File: src/rtl/instruction_fetcher_pkg.sv
// Shared types, widths and constants for the instruction fetch stage.
// Imported by the fetcher and by anything that needs its state encoding.
package instruction_fetcher_pkg;

    localparam int ADDR_WIDTH = 32;
    localparam int INST_WIDTH = 32;

    typedef logic [ADDR_WIDTH-1:0] addr_t;
    typedef logic [INST_WIDTH-1:0] inst_t;

    localparam addr_t DEFAULT_RESET_PC = 32'h0000_0000;
    localparam addr_t PC_STEP          = 32'd4;

    typedef enum logic [1:0] {
        LOOKUP  = 2'd0,
        MISS    = 2'd1,
        DISCARD = 2'd2
    } fetch_state_e;

endpackage

File: src/rtl/instruction_fetcher.sv
// Front-end fetch stage: owns the PC, probes the I-cache, services misses from
// the memory controller and hands {inst, pc} to the decoder through a one-entry slot.
module instruction_fetcher
    import instruction_fetcher_pkg::*;
#(
    parameter logic [31:0] RESET_PC = DEFAULT_RESET_PC
) (
    input  logic        clk_in,
    input  logic        rst_in,
    input  logic        rdy_in,

    output logic [31:0] if_to_ic_inst_addr,
    input  logic        ic_to_if_hit,
    input  logic [31:0] ic_to_if_hit_inst,
    output logic [31:0] if_to_ic_inst,
    output logic        if_to_ic_inst_valid,

    output logic        if_to_mc_req,
    output logic [31:0] if_to_mc_addr,
    input  logic        mc_to_if_done,
    input  logic [31:0] mc_to_if_inst,

    output logic        if_to_dec_valid,
    output logic [31:0] if_to_dec_inst,
    output logic [31:0] if_to_dec_pc,
    input  logic        dec_to_if_ready,

    input  logic        rob_to_if_jump,
    input  logic [31:0] rob_to_if_jump_addr
);

    fetch_state_e state, state_nxt;
    addr_t        pc, pc_nxt;
    addr_t        miss_addr, miss_addr_nxt;
    addr_t        mc_addr_nxt, dec_pc_nxt;
    inst_t        dec_inst_nxt;
    logic         req_nxt, valid_nxt;
    logic         slot_free, done_seen;

    assign slot_free = !if_to_dec_valid || dec_to_if_ready;
    // Completion pulses only mean something while a request is outstanding.
    assign done_seen = if_to_mc_req && mc_to_if_done;

    assign if_to_ic_inst_addr  = (state == LOOKUP) ? pc : miss_addr;
    assign if_to_ic_inst       = mc_to_if_inst;
    assign if_to_ic_inst_valid = rdy_in && (state != LOOKUP) && done_seen;

    always_comb begin
        // NOTE: every next-value gets a default first so no path leaves it unassigned (no latch).
        state_nxt     = state;
        pc_nxt        = pc;
        miss_addr_nxt = miss_addr;
        mc_addr_nxt   = if_to_mc_addr;
        req_nxt       = if_to_mc_req;
        valid_nxt     = if_to_dec_valid;
        dec_inst_nxt  = if_to_dec_inst;
        dec_pc_nxt    = if_to_dec_pc;

        if (if_to_dec_valid && dec_to_if_ready) begin
            valid_nxt = 1'b0;
        end

        case (state)
            LOOKUP: begin
                if (!rob_to_if_jump && slot_free) begin
                    if (ic_to_if_hit) begin
                        valid_nxt    = 1'b1;
                        dec_inst_nxt = ic_to_if_hit_inst;
                        dec_pc_nxt   = pc;
                        pc_nxt       = pc + PC_STEP;
                    end else begin
                        req_nxt       = 1'b1;
                        mc_addr_nxt   = pc;
                        miss_addr_nxt = pc;
                        state_nxt     = MISS;
                    end
                end
            end
            MISS: begin
                if (done_seen) begin
                    req_nxt   = 1'b0;
                    state_nxt = LOOKUP;
                    if (!rob_to_if_jump) begin
                        valid_nxt    = 1'b1;
                        dec_inst_nxt = mc_to_if_inst;
                        dec_pc_nxt   = miss_addr;
                        pc_nxt       = pc + PC_STEP;
                    end
                end else if (rob_to_if_jump) begin
                    // The request cannot be cancelled; wait it out without delivering.
                    state_nxt = DISCARD;
                end
            end
            DISCARD: begin
                if (done_seen) begin
                    req_nxt   = 1'b0;
                    state_nxt = LOOKUP;
                end
            end
            default: state_nxt = LOOKUP;
        endcase

        // A redirect overrides slot and PC updates in every state.
        if (rob_to_if_jump) begin
            valid_nxt = 1'b0;
            pc_nxt    = rob_to_if_jump_addr;
        end
    end

    always_ff @(posedge clk_in or negedge rst_in) begin
        if (!rst_in) begin
            state           <= LOOKUP;
            pc              <= RESET_PC;
            miss_addr       <= '0;
            if_to_mc_req    <= 1'b0;
            if_to_mc_addr   <= '0;
            if_to_dec_valid <= 1'b0;
            if_to_dec_inst  <= '0;
            if_to_dec_pc    <= '0;
        end else if (rdy_in) begin
            // NOTE: non-blocking assignments so every register samples pre-edge values.
            state           <= state_nxt;
            pc              <= pc_nxt;
            miss_addr       <= miss_addr_nxt;
            if_to_mc_req    <= req_nxt;
            if_to_mc_addr   <= mc_addr_nxt;
            if_to_dec_valid <= valid_nxt;
            if_to_dec_inst  <= dec_inst_nxt;
            if_to_dec_pc    <= dec_pc_nxt;
        end
    end

endmodule

File: config.mk
export PLATFORM = sky130hd
export DESIGN_NAME = instruction_fetcher
export DESIGN_NICKNAME = d
export VERILOG_FILES = /design/src/rtl/instruction_fetcher_pkg.sv /design/src/rtl/instruction_fetcher.sv
export SDC_FILE = /design/constraint.sdc
export NUM_CORES = 1
export LEC_CHECK = 0
export ABC_AREA = 1
export CORE_ASPECT_RATIO = 1.4
export CORE_MARGIN = 4
export CORE_UTILIZATION = 46
export DETAILED_ROUTE_END_ITERATION = 7
export PLACE_DENSITY_LB_ADDON = 0.2
export SYNTH_ARGS = -nofsm -noshare
export SYNTH_HDL_FRONTEND = slang
export SYNTH_SLANG_ARGS = --single-unit
File: constraint.sdc
create_clock -name clk_in -period 1.8 [get_ports clk_in]
set_input_delay 0.54 -clock clk_in [delete_from_list [all_inputs] [get_ports clk_in]]
set_output_delay 0.54 -clock clk_in [all_outputs]
set_load 0.03 [all_outputs]
==> metrics, run 1 <==
cell-internal power=12.9 mW; Hold Slack=35.7 ps; Routed WL per cell=19.5 um; first-pass GRT wire length=42.0 mm; clock skew=13.3 ps; CP startpoint=state[1]; Port Buf Inserts=265; synth unique cells=29; clock latency at the later pin of the worst-skew pair=420 ps; Slew Viols, Final=0; initial core utilization=47.0%; clock-pin slew on the worst setup and hold paths=70 ps; I/O pin total=266; Seq cells post-synth=132; max frequency=451 MHz; R2R Path Start=state[1]; grt ovf=0; part of the power in combinational logic=63.4%; drc violations=0; Placeable Area=15600 um2; placed insts=1425; RSZ-0062 raised after global routing=yes; Avg Vias per Cell=5.48; total chip power=25.2 mW; Setup Viol. Count Final=111; post-detail-place hpwl=18.3 mm; CTS root buffer=clkbuf_16; Max Cap Violations=0; WS Path Type=reg2out; failing checks=setup timing; CTS tree=built; antenna violations before repair=0; final non-filler cell total=1494; Mapped Cells=990; reg2reg path depth=13; DRT Wirelength=29.1 mm; Final Hold Viols=0; Total Neg Setup Slack=-28900 ps; Routed Antenna Nets=0; Vias=8180; Clock Sinks=132; First-pass DRT Iterations=5; DP Worst Slack=-302 ps; chip height=157 um; Die X=115 um; CP Data Arrival Time=1680 ps; vias in the first global route=7840; All-Layer GR Usage=30.1%; register area share after synthesis=45.1%; nets=1393; VDD IR max=1.20 mV; Post-Syn Nets=1098; share of layout cells above drive strength 1=26.6%; RD Place Congestion=0.969; hold_buf cts=0; H-Tree Level Count=4; Switching Power=12.3 mW; CP required=1260 ps; switching share of power=48.8%; final worst slack=-418 ps; status=complete, but fails checks; power per cell area=2070 nW/um2; crit path launch type=register; antenna cell count=0; slew at the pin closest to its max-slew limit=458 ps; fin crit period=2220 ps; Crit Path Max Fanout=18; CTS Buffer Depth=2; hold crit path type=in2async; DR iter-0 viols=535; Final period util=123%; Layout area overhead=66.7%; endpoint type of the worst setup path=primary output; Yosys warnings=0; DIE AREA=18100 um2; row count=54; Seq pwr share=22.2%; Clk network pwr share=14.5%; Pleak=5.87 nW; CTS buffer count=17; post-synthesis instance area=7330 um2; Post-Syn Area per Cell=7.41 um2; pin count of the biggest net entering global routing=44; Worst slew margin=69.5%
[kinds of logic (layout without fill, tap and decap cells)]
group                    Yosys count  after routing  synth area share, %
flip-flops                       132            132                 45.1
multiplexers                      32             32                 4.37
AO/OA/AOI/OAI                    195            195                 13.4
buffers and inverters            135            442                 9.27
XOR/XNOR                           2              2                0.239
AND/OR/NAND/NOR                  489            490                 26.8
adder cells (fa/ha/maj)            5              5                0.853
[worst max-delay path, cell delays in order (launching register included)]
cell	delay, ps
dfrtp_1	390
inv_2	90
ha_4	180
inv_8	70
buf_16	180
o21ai_4	180
buf_6	160
[registers in the layout, indices dropped and copies added, names as in the netlist]
name,count
if_to_dec_inst,32
if_to_mc_req,1
pc,32
state,2
if_to_dec_pc,32
if_to_dec_valid,1
miss_addr,32
[metrics by stage]
step / instance area, um2 / util [%]
floorplan: 7400 / -
global placement: 10300 / 66.0
detailed placement: 10300 / 66.0
CTS: 11800 / 75.3
global route: 12200 / 78.3
finish: 12200 / 78.3
[repair_timing]
item,4_1_cts,5_1_grt
endpoints found under the setup margin,223,188
pin swaps,4,6
setup buffers,12,6
cloned,16,6
resized for setup,214,128
[routing by layer]
metal	wire (um)	up-vias	track usage, %
met2	15700	368	55.2
li1	-	3786	-
met3	1890	89	5.23
met1	10300	3937	33.7
met4	1200	0	13.8
met5	0	-	0
[Yosys cell counts]
library cell  count  area [um2]
o21ai_0         112         561
mux2i_1          32         320
inv_1            47         176
nor2_1           78         293
and2_1            1        6.26
o21ai_1          74         370
or2_2             4        25.0
clkbuf_1         18        67.6
xor2_1            1        8.76
buf_4            34         255
inv_2             5        18.8
nand4_1           4        25.0
nor3_1            5        25.0
o21bai_1          1        7.51
nor3_2            1        10.0
nand4_2           1        12.5
a21oi_2           1        8.76
buf_2            30         150
dfrtp_1         132        3300
nand2_1         341        1280
nor2_4            2        22.5
buf_6             1        11.3
nor2_2            3        18.8
nand3_1          48         240
a21oi_1           6        30.0
nand2_2           1        6.26
xnor2_1           1        8.76
ha_1              5        62.6
o211ai_1          1        7.51
[power by group through the flow]
stage | clock (mW) | sequential (mW) | combinational, mW
2_1_floorplan | 0 | 7.37 | 5.71
3_3_place_gp | 0 | 5.48 | 12.9
3_5_place_dp | 0 | 5.54 | 13.0
4_1_cts | 3.66 | 5.48 | 14.7
5_1_grt | 3.81 | 5.75 | 16.9
6_report | 3.65 | 5.59 | 16.0
[path summary, 6_finish.rpt]
path	endpoint	slack, ps
setup / recovery	if_to_ic_inst_addr[13]	-420
hold / removal	pc[5]	40
setup reg to reg	if_to_dec_inst[17]	-350
hold reg to reg	if_to_dec_inst[27]	470
max in group asynchronous	if_to_dec_inst[24]	1190
min in group clk_in	if_to_dec_inst[27]	470
[final cells by class]
cell class / instances / area (um2)
flip-flops and latches: 132 / 3300
fillers: 1088 / 3390
well taps: 196 / 245
repair buffers: 358 / 3840
inverters: 52 / 208
clock inverters: 14 / 175
multi-input cells: 724 / 4010
clock buffers: 18 / 439
[cell usage in the layout, fill, tap and decap left out, types with 13 or more instances in the layout]
master / count
buf_12: 23
buf_16: 13
buf_4: 84
buf_6: 35
clkbuf_16: 21
clkdlybuf4s15_1: 18
clkdlybuf4s50_1: 99
dfrtp_1: 132
dlygate4sd2_1: 67
inv_1: 44
mux2i_1: 32
nand2_1: 311
nand2_2: 25
nand3_1: 45
nor2_1: 72
o21ai_0: 75
o21ai_1: 37
o21ai_2: 55
o21ai_4: 19
(Power assumes the default switching activity.)
==> inputs of run 2 (changes only) <==
==> constraint.sdc (replaced) <==
create_clock -name clk_in -period 1.8 [get_ports clk_in]
set_input_delay 0.54 -clock clk_in [delete_from_list [all_inputs] [get_ports clk_in]]
set_output_delay 0.54 -clock clk_in [all_outputs]
set_load 0.02 [all_outputs]
==> metrics, run 2 (synthesis results as in run 1) <==
All-Layer GR Usage=28.7% (-1.4 points); share of layout cells above drive strength 1=26.6% (about the same); clock latency at the later pin of the worst-skew pair=420 ps (about the same); I/O pin total=266 (unchanged); first-pass GRT wire length=40.6 mm (-3.3%); DR iter-0 viols=546 (+2.1%); Clock Sinks=132 (unchanged); clock-pin slew on the worst setup and hold paths=70 ps (about the same); H-Tree Level Count=4 (unchanged); final non-filler cell total=1555 (+4.1%); fin crit period=2180 ps (-33.1 ps); vias in the first global route=7851 (+0.14%); First-pass DRT Iterations=6 (+1); Worst slew margin=72.8% (+3.3 points); chip height=157 um (unchanged); total chip power=23.4 mW (-7.4%); Die X=115 um (unchanged); hold_buf cts=0 (unchanged); status=complete, but fails checks; Slowest Stage Delay on Critical Path=380 ps (about the same); slew at the pin closest to its max-slew limit=404 ps (-54.0 ps); initial core utilization=47.0% (unchanged); Layout area overhead=66.3%; Routed WL per cell=18.7 um (-4.2%); crit path launch type=register; CP required=1260 ps (about the same); drc violations=0 (unchanged); Final period util=121% (-1.8 points); Final Hold Viols=0 (unchanged); Filler Cells Inserted=1199 (+10%); Setup Viol. Count Final=127 (+14%); CP Data Arrival Time=1640 ps (-40 ps); CTS Buffer Depth=2 (unchanged); final worst slack=-385 ps (+33.1 ps); Crit Path Max Fanout=5 (-13); DRT Wirelength=29.1 mm (-0.26%); most common cell after layout, fill and taps aside=nand2_1; row count=54 (unchanged); failing checks=setup timing; RSZ-0062 raised after global routing=yes; DIE AREA=18100 um2 (unchanged); antenna violations before repair=0 (unchanged); grt ovf=0 (unchanged); Slew Viols, Final=0 (unchanged); post-detail-place hpwl=19.2 mm (+4.9%); CTS tree=built; DP Worst Slack=-653 ps (-351 ps); WS Path Type=reg2out; Max Cap Violations=0 (unchanged); clock skew=11.0 ps (-2.37 ps); Routed Antenna Nets=0 (unchanged); crit-path cells=inv_2 > ha_4 > inv_8 > buf_6 > buf_6 > nand2_2 > o21ai_4 > buf_6; antenna cell count=0 (unchanged); Pleak=6.01 nW (+2.4%); VDD IR max=1.30 mV (+7.8%); nets=1454 (+4.4%); Util after Layout=78.1% (-0.14 points); CTS buffer count=17 (unchanged); pin count of the biggest net entering global routing=49 (+11%); hold crit path type=in2async; Avg Vias per Cell=5.37 (-1.9%); CTS root buffer=clkbuf_16; endpoint type of the worst setup path=primary output; max frequency=458 MHz (+1.5%); Critical-path top delay cell=dfrtp_1; cell mode on critical path=buf_6; placed insts=1484 (+4.1%); Placeable Area=15600 um2 (unchanged); power per cell area=1920 nW/um2 (-7.2%); RD Place Congestion=0.911 (-6.0%); Vias=8353 (+2.1%); Port Buf Inserts=265 (unchanged); most frequent cells in the layout=nand2_1, dfrtp_1, buf_4
-- run 2: what timing repair did --
action	4_1_cts	5_1_grt
gates cloned	6	16
setup buffers	13	9
gates resized for setup	471	82
pin swaps	9	8
setup endpoints to repair	193	156
-- run 2: path summary, 6_finish.rpt --
check | from | endpoint | slack [ps] | depth (start not counted)
setup / recovery | state[1] | if_to_ic_inst_addr[27] | -380 | 8
setup reg to reg | state[1] | if_to_dec_inst[26] | -220 | 12
hold / removal | rst_in | miss_addr[8] | 10 | 1
min in group clk_in | if_to_dec_pc[24] | if_to_dec_pc[24] | 480 | 2
max in group asynchronous | rst_in | pc[13] | 1210 | 2
hold reg to reg | if_to_dec_pc[24] | if_to_dec_pc[24] | 480 | 2
-- run 2: stage by stage --
stage	hold slack (ps)	instance area, um2	setup TNS [ps]
floorplan	244	7350	-1000
global placement	468	10800	-59250
detailed placement	467	10800	-60830
CTS	19.1	11600	-16380
global route	24.3	12200	-37150
finish	14.2	12200	-24970
-- run 2: final cells by class --
type / count / area [um2] / area share [%]
Clock buffer: 19 / 443 / 3.63
Inverter: 52 / 205 / 1.68
Clock inverter: 13 / 149 / 1.22
Sequential cell: 132 / 3300 / 27.1
Timing Repair Buffer: 419 / 4040 / 33.1
Tap cell: 196 / 245 / 2.01
Multi-Input combinational cell: 724 / 3810 / 31.2
-- run 2: worst max-delay path, delay by kind of cell, from the launching register on --
family          cells  cell delay [ps]
buf+inv             5              530
flops               1              380
fa+ha+maj           1              170
simple gates        1               80
compound gates      1               70
-- run 2: power breakdown --
group / total (mW) / internal [mW] / switching (mW) / leakage (nW)
sequential: 5.34 / 4.37 / 0.969 / 1.64
combinational: 14.6 / 6.33 / 8.25 / 4.09
clock: 3.47 / 2.09 / 1.38 / 0.281
total: 23.4 / 12.8 / 10.6 / 6.01
-- run 2: routing by layer --
metal | up-vias | wire (um) | share of wire [%] | global-route usage (%)
met5 | - | 0 | 0 | 0
met4 | 0 | 1440 | 4.9 | 13.7
met3 | 85 | 1970 | 6.8 | 5.19
met2 | 371 | 15200 | 52 | 50.4
met1 | 3987 | 10500 | 36 | 33.8
li1 | 3910 | - | - | -
==> inputs of run 3 (changes only) <==
--- a/config.mk
+++ b/config.mk
@@ -11,6 +11,7 @@
 export CORE_UTILIZATION = 46
 export DETAILED_ROUTE_END_ITERATION = 7
 export PLACE_DENSITY_LB_ADDON = 0.2
+export REMOVE_ABC_BUFFERS = 1
 export SYNTH_ARGS = -nofsm -noshare
 export SYNTH_HDL_FRONTEND = slang
 export SYNTH_SLANG_ARGS = --single-unit
==> metrics, run 3 (synthesis results as in run 1) <==
All-Layer GR Usage=29.6% (+0.86 points); CP Data Arrival Time=2530 ps (+890 ps); Total Neg Setup Slack=-41120 ps (-16150 ps); clock skew=10.8 ps (-0.159 ps); Seq pwr share=21.7% (-1.1 points); vias in the first global route=8214 (+4.6%); RD Place Congestion=0.899 (-1.4%); Layout area overhead=70.4%; power per cell area=1960 nW/um2 (+2.2%); H-Tree Level Count=4 (unchanged); Clock Sinks=132 (unchanged); CTS Buffer Depth=2 (unchanged); first-pass GRT wire length=42.0 mm (+3.5%); grt ovf=0 (unchanged); part of the power in combinational logic=63.3% (+1.0 points); Routed Antenna Nets=0 (unchanged); Vias=8485 (+1.6%); RSZ-0062 raised after global routing=yes; post-detail-place hpwl=17.7 mm (-7.9%); reg2reg path depth=14 (+2); First-pass DRT Iterations=5 (-1); most frequent cells in the layout=nand2_1, dfrtp_1, buf_4; DP Worst Slack=-630 ps (+23.2 ps); share of layout cells above drive strength 1=27.8% (+1.2 points); Avg Vias per Cell=5.46 (+1.7%); CTS tree=built; Switching Power=11.0 mW (+3.7%); Util after Layout=80.0% (+1.9 points); CTS root buffer=clkbuf_16; drc violations=0 (unchanged); CP required=2090 ps (+830 ps); nets=1453 (-0.069%); Crit Path Max Fanout=7 (+2); hold crit path type=reg2reg; antenna cell count=0 (unchanged); final worst slack=-444 ps (-59.5 ps); Final Hold Viols=0 (unchanged); I/O pin total=266 (unchanged); initial core utilization=47.0% (unchanged); most common cell after layout, fill and taps aside=nand2_1; Hold Slack=483 ps (+468 ps); DIE AREA=18100 um2 (unchanged); Max Cap Violations=0 (unchanged); Setup Viol. Count Final=160 (+26%); failing checks=setup timing; antenna violations before repair=0 (unchanged); crit path launch type=register; DR iter-0 viols=567 (+3.8%); max frequency=446 MHz (-2.7%); Routed WL per cell=19.7 um (+5.3%); CTS buffer count=17 (unchanged); slew at the pin closest to its max-slew limit=418 ps (+13.8 ps); chip height=157 um (unchanged); cell-internal power=13.5 mW (+5.6%); VDD IR max=1.12 mV (-14%); total chip power=24.5 mW (+4.7%); Slew Viols, Final=0 (unchanged); row count=54 (unchanged); Final period util=125% (+3.3 points); Clk network pwr share=15.0% (about the same); switching share of power=44.9% (-0.44 points); endpoint type of the worst setup path=register; fin crit period=2240 ps (+59.5 ps); Pleak=6.17 nW (+2.7%); DRT Wirelength=30.6 mm (+5.1%); WS Path Type=reg2reg; clock latency at the later pin of the worst-skew pair=430 ps (about the same); Worst slew margin=71.8% (-0.93 points); pin count of the biggest net entering global routing=55 (+12%); Placeable Area=15600 um2 (unchanged); status=complete, but fails checks; Port Buf Inserts=265 (unchanged); hold path depth=2; Die X=115 um (unchanged); clock-pin slew on the worst setup and hold paths=60 ps (about the same)
==> run 3: path summary, 6_finish.rpt <==
path,from,endpoint,slack [ps]
worst max register to register,state[1],if_to_dec_pc[10],-440
worst min register to register,if_to_dec_inst[28],if_to_dec_inst[28],480
max in group asynchronous,rst_in,if_to_dec_inst[9],680
worst min-delay path,if_to_dec_inst[28],if_to_dec_inst[28],480
worst max-delay path,state[1],if_to_dec_pc[10],-440
min in group asynchronous,rst_in,if_to_dec_pc[4],540
==> run 3: worst max-delay path: stages (launching register included) <==
cell and delay [ps]:
dfrtp_1 390, inv_2 90, ha_4 170, buf_4 120
buf_6 90, buf_6 100, buf_6 110, nor2_4 40
nor3_4 230, nand3_4 160, buf_12 200, buf_6 130
buf_16 130, nand2_2 60, o21ai_1 90
==> run 3: per-stage QoR <==
step	instance area, um2	cells
5_1_grt	12500	1553
3_3_place_gp	10700	1480
3_5_place_dp	10700	1480
6_report	12500	1553
4_1_cts	11800	1532
2_1_floorplan	6850	907
==> run 3: timing repair <==
item,CTS,global route
setup buffers,9,4
resized for setup,563,106
endpoints found under the hold margin,17,0
pin swaps,5,9
cloned,11,19
endpoints found under the setup margin,262,164
hold buffers,1,0
==> run 3: power by group through the flow <==
stage,Combinational (mW),Sequential [mW],Clock (mW)
2_1_floorplan,4.71,6.58,0
3_3_place_gp,12.3,5.22,0
3_5_place_dp,12.5,5.27,0
4_1_cts,13.7,5.22,3.68
5_1_grt,16.5,5.50,3.84
6_report,15.5,5.32,3.68
==> run 3: area by class of cell <==
cell class	instances	area, um2
clock inverters	11	151
flip-flops and latches	132	3300
clock buffers	20	467
multi-input cells	723	3880
inverters	52	210
repair buffers	419	4240
well taps	196	245
fillers	1068	3120
==> run 3: per-layer routing <==
layer	part of all wire, %	track usage [%]
met5	0	0
met2	50	52.0
met3	8.7	6.38
met4	5.1	14.2
met1	36	34.0
